$ cat config.mk
export PLATFORM = sky130hd
export DESIGN_NAME = mem_port_arbiter
export DESIGN_NICKNAME = d
export VERILOG_FILES = /design/src/rtl/common.sv /design/src/rtl/arb_watchdog.sv /design/src/rtl/mem_port_arbiter.sv
export SDC_FILE = /design/constraint.sdc
export NUM_CORES = 1
export LEC_CHECK = 0
export ABC_AREA = 1
export CORE_AREA = 2 2 202 204
export DETAILED_ROUTE_END_ITERATION = 8
export DIE_AREA = 0 0 204 206
export DONT_BUFFER_PORTS = 1
export GPL_TIMING_DRIVEN = 1
export HOLD_SLACK_MARGIN = 0.15
export PLACE_DENSITY_LB_ADDON = 0.12
export SLEW_MARGIN = 30
export SYNTH_ARGS = -nofsm -noshare
export SYNTH_HDL_FRONTEND = slang
export SYNTH_SLANG_ARGS = --single-unit
export TNS_END_PERCENT = 100
$ cat constraint.sdc
create_clock -name clk -period 1.72 [get_ports clk]
set_input_delay 0.344 -clock clk [delete_from_list [all_inputs] [get_ports clk]]
set_output_delay 0.344 -clock clk [all_outputs]
set_load 0.05 [all_outputs]
$ cat src/rtl/common.sv
// common: shared bus, memory-port and arbiter types
package common;
  typedef struct packed {
    logic        valid;
    logic [63:0] addr;
  } ibus_req_t;
  typedef struct packed {
    logic        addr_ok;
    logic        data_ok;
    logic [31:0] data;
  } ibus_resp_t;
  typedef struct packed {
    logic        valid;
    logic [63:0] addr;
    logic [2:0]  size;
    logic [7:0]  strobe;
    logic [63:0] data;
  } dbus_req_t;
  typedef struct packed {
    logic        addr_ok;
    logic        data_ok;
    logic [63:0] data;
  } dbus_resp_t;
  typedef struct packed {
    logic        valid;
    logic        is_write;
    logic [2:0]  size;
    logic [63:0] addr;
    logic [7:0]  strobe;
    logic [63:0] data;
  } mreq_t;
  typedef struct packed {
    logic        ready;
    logic [63:0] data;
  } mresp_t;
  typedef enum logic [1:0] {IDLE, SERVE_I, SERVE_D} arb_state_t;
  localparam logic [2:0] MSIZE_WORD = 3'b010;
endpackage

$ cat src/rtl/arb_watchdog.sv
// arb_watchdog: saturating wait counter with sticky timeout flag
module arb_watchdog #(
  parameter int TIMEOUT = 1024
) (
  input  logic clk,
  input  logic reset,
  input  logic start,
  input  logic active,
  input  logic ready,
  output logic err_timeout
);
  localparam int W = $clog2(TIMEOUT) + 1;
  logic [W-1:0] wd;
  always_ff @(posedge clk)
    if (reset) begin
      wd <= '0;
      err_timeout <= 1'b0;
    end else begin
      if (start) wd <= '0;
      else if (active && !ready && wd != '1) wd <= wd + 1'b1;
      if (active && !ready && wd == W'(TIMEOUT - 1)) err_timeout <= 1'b1;
    end
endmodule

$ cat src/rtl/mem_port_arbiter.sv
// mem_port_arbiter: alternating ibus/dbus arbiter onto one single-beat memory port
module mem_port_arbiter
  import common::*;
#(
  parameter int TIMEOUT = 1024
) (
  input  logic       clk,
  input  logic       reset,
  input  ibus_req_t  ireq,
  output ibus_resp_t iresp,
  input  dbus_req_t  dreq,
  output dbus_resp_t dresp,
  output mreq_t      mreq,
  input  mresp_t     mresp,
  output logic       busy,
  output logic       err_timeout
);
  arb_state_t state, state_n;
  logic last_d, grant_d, start, done, i_ok, d_ok;
  mreq_t lat, lat_n;
  always_comb begin
    grant_d = dreq.valid && (!ireq.valid || !last_d);
    start = state == IDLE && (ireq.valid || dreq.valid);
    done = state != IDLE && mresp.ready;
    state_n = start ? (grant_d ? SERVE_D : SERVE_I) : done ? IDLE : state;
    lat_n = '0;
    lat_n.is_write = grant_d && |dreq.strobe;
    lat_n.size = grant_d ? dreq.size : MSIZE_WORD;
    lat_n.addr = grant_d ? dreq.addr : ireq.addr;
    lat_n.strobe = grant_d ? dreq.strobe : '0;
    lat_n.data = grant_d ? dreq.data : '0;
    i_ok = state == SERVE_I && mresp.ready && ireq.valid && ireq.addr == lat.addr;
    d_ok = state == SERVE_D && mresp.ready && dreq.valid && dreq.addr == lat.addr;
    mreq = lat;
    mreq.valid = state != IDLE;
    iresp.addr_ok = i_ok;
    iresp.data_ok = i_ok;
    iresp.data = state == SERVE_I ? (lat.addr[2] ? mresp.data[63:32] : mresp.data[31:0]) : '0;
    dresp.addr_ok = d_ok;
    dresp.data_ok = d_ok;
    dresp.data = state == SERVE_D ? mresp.data : '0;
    busy = state != IDLE;
  end
  always_ff @(posedge clk)
    if (reset) begin
      state <= IDLE;
      last_d <= 1'b0;
      lat <= '0;
    end else begin
      state <= state_n;
      if (start) lat <= lat_n;
      if (done) last_d <= state == SERVE_D;
    end
  arb_watchdog #(.TIMEOUT(TIMEOUT)) u_wd (
    .clk(clk),
    .reset(reset),
    .start(start),
    .active(busy),
    .ready(mresp.ready),
    .err_timeout(err_timeout)
  );
endmodule

==> summary.txt <==
Flop pwr share = 32.3%
Final WS setup = -544 ps
Worst Hold Launch = dreq[100]
Final Cycle Share = 132%
Reg clk slew, reported paths = 80 ps
Crit path time final = 2260 ps
Routed length per instance = 22.0 um
Setup CP Type = flop to output pin
Post-synth top area share = 34.8%
First-pass GRT wire length = 70.4 mm
TritonRoute pass-1 iters = 5
RSZ-0062 raised after global routing = yes
Detailed Place HPWL = 35.9 mm
Net Switching = 0.00603 W
Total GRT Usage = 23.0%
Worst-path fanout max = 4
Clock share of power = 27.1%
Vias = 10,885
Layout Area Growth over Synthesis = 90.8%
RD Place Congestion = 0.878
Cell count after synthesis = 1,294
Tot Pwr = 0.0145 W
Mean area per synthesized cell = 6.90 um2
Crit-path max cell delay = 370 ps
Worst-case hold path end point = mreq[97]
Post-synthesis cell area = 8920 um2
Min-delay worst type = primary input to flop
Final Slew Violations = 0
Ratio of cells with drive above 1 in the final layout = 37.2%
Pin count of the biggest net entering global routing = 86
Core Area = 40,200 um2
Clk buf depth = 2
Worst path slowest cell = dfxtp_4
Peak VDD IR = 924 uV
Site Rows = 74
Worst reg2reg path endpoint = mreq[60]
Register bit total from synthesis = 155
Switching part of the total = 41.6%
R2r startpoint = state[0]
Worst EP arrival = 1920 ps
Grt ovf = 0
Fill cells = 4,007
Vias in the first global route = 10,716
Die Wd = 204 um
Initial antenna violation count = 4
Initial Util = 22.2%
R2r worst-path depth = 7
CTS Buf Count = 17
Most common cell after layout, fill and taps aside = nand2_1
Final ANT Viol Nets = 0
Placed Cells = 2,031
Cell accounting for the most synthesized area = dfxtp_1
Setup Viol. Count Final = 102
FMAX = 442 MHz
PortBufs = 0
Worst hold slack = 182 ps
Pleak = 7.16 nW
Max-Cap Viols = 0
Final #Nets = 2,027
Crit end category = output pin
I/O pin total = 515
Total wire length = 50.6 mm
Residual DRC = 0
Post-synthesis net count = 1,567
Hold depth = 4
WP buf/inv = 1
Cell Pwr Density = 852 nW/um2
Worst-path cell chain = xnor2_4, nand4_1, nor2_1, nand3_2, nor2_4, buf_12
Register area share after synthesis = 34.8%
CP Launch Type = flop
Synth warnings = 0
Clock skew = 15.6 ps
Max H-tree Level = 4
Root cell of the clock tree = clkbuf_16
CP required = 1380 ps
Avg Vias per Cell = 4.73
CTS sink cnt = 155
Failing checks = setup timing
Unique masters post-synth = 40
CP delay by family, top = simple AND/OR/NAND/NOR gates
Combinational share of power = 40.6%
Worst skew pair latency = 470 ps
Fin. Hold Viols = 0
CTS tree = built
Die height = 206 um
Top post-synthesis cells by area = dfxtp_1 35%, nand2_1 12%, inv_1 9.6%, a32o_1 7.6%, nor2_1 7.6%
Most frequent cells in the layout = 257 x nand2_1, 210 x inv_1, 189 x dlygate4sd3_1, 160 x buf_4, 89 x dfxtp_1
Status = finished, violations left
Pint = 0.00847 W
Setup slack, reg-to-reg = 50 ps
Worst slew pin tran = 614 ps
Total Die Area = 42,000 um2
Iter 0 DRT Violations = 665
Worst rel slew slack = 59.0%
Layout Cells excl Fill = 2,301
worst min-delay path: cells and delay by family:
family                 cells  cell delay (ps)
AO/OA/AOI/OAI              2              180
buffers and inverters      1               30
AND/OR/NAND/NOR            1               70
routing by layer:
layer / track usage, % / routed length [um] / vias up
li1: - / - / 5136
met1: 27.4 / 19700 / 5186
met2: 39.2 / 24800 / 511
met3: 6.94 / 4830 / 52
met4: 8.26 / 1330 / 0
met5: 0 / 0 / -
per-stage QoR:
stage	area (um2)	worst slack, ps	util (%)	TNS (ps)
2_1_floorplan	9480	-146	-	-9540
3_3_place_gp	12400	-297	30.8	-1700
3_5_place_dp	12400	-247	30.8	-1190
4_1_cts	16600	-574	41.4	-40560
5_1_grt	17000	-642	42.4	-39330
6_report	17000	-544	42.4	-32270
logic make-up (layout without fill, tap and decap cells):
group                      after synthesis  after routing  synth area share, %
and+or+nand+nor                        539            539                 24.7
xor gates and xnor gates                46             46                 4.51
buffers and inverters                  305            778                 14.1
other                                    0              2                    0
AOI/OAI and AO/OA                      248            248                 21.8
DFF                                    155            155                 34.8
adders and majority gates                1              1                0.140
cells in the mapped netlist:
cell / n
a211oi_1: 32
o211ai_1: 4
dfxtp_1: 155
clkbuf_1: 25
nor2_4: 2
o22ai_1: 36
buf_8: 3
o31ai_1: 1
or2_2: 1
buf_2: 18
nor2_1: 180
nor3_1: 2
nand4_1: 11
o21ai_0: 29
o21ai_1: 3
nor2_8: 1
nand2_2: 19
buf_6: 2
inv_1: 229
a31oi_1: 2
inv_4: 2
inv_2: 5
nor4_1: 1
xnor2_1: 36
a31oi_2: 16
a32o_1: 68
buf_4: 10
nand2_1: 281
or2_1: 1
o21ai_4: 1
nand3_1: 38
nand2_4: 1
xor2_1: 10
a21oi_1: 29
a22oi_1: 8
o221a_2: 1
ha_1: 1
nand3_2: 1
o221ai_1: 18
buf_1: 11
state kept, by name (all words and copies together), names as in the netlist:
| register | flops |
|---|---|
| state | 2 |
| u_wd.wd | 11 |
| u_wd.err_timeout | 1 |
| last_d | 1 |
| mreq | 140 |
worst max path at each step:
stage | from | slack [ps] | cells after the start | end
CTS | mreq[79] | -570 | 11 | iresp[33]
global placement | mreq[79] | -300 | 11 | iresp[33]
detailed placement | mreq[79] | -250 | 11 | iresp[33]
finish | mreq[88] | -540 | 6 | iresp[33]
global route | mreq[82] | -640 | 10 | iresp[32]
floorplan | state[1] | -150 | 5 | dresp[10]
power groups by stage:
| stage | sequential [W] | clock (W) | combinational [W] |
|---|---|---|---|
| detailed placement | 0.00473 | 0 | 0.00447 |
| floorplan | 0.00528 | 0 | 0.00228 |
| global placement | 0.00473 | 0 | 0.00448 |
| CTS | 0.00467 | 0.00403 | 0.00569 |
| finish | 0.00469 | 0.00393 | 0.00589 |
| global route | 0.00473 | 0.00415 | 0.00620 |
repair_timing:
item,4_1_cts,5_1_grt
endpoints found under the hold margin,146,0
hold buffers,190,0
gates resized for setup,346,94
pin swaps,61,76
setup buffers,25,17
setup endpoints to repair,138,154
gates cloned,10,2
final cells by class:
| cell class | instances | area (um2) | area share, % |
|---|---|---|---|
| Sequential cell | 155 | 3220 | 18.9 |
| Antenna cell | 2 | 5.00 | 0.0294 |
| Timing Repair Buffer | 510 | 5800 | 34.0 |
| Clock buffer | 18 | 429 | 2.52 |
| Clock inverter | 14 | 150 | 0.882 |
| Multi-Input combinational cell | 834 | 5830 | 34.2 |
| Inverter | 236 | 927 | 5.45 |
| Tap cell | 532 | 666 | 3.91 |
No activity file was read; power rests on OpenSTA's default activity.
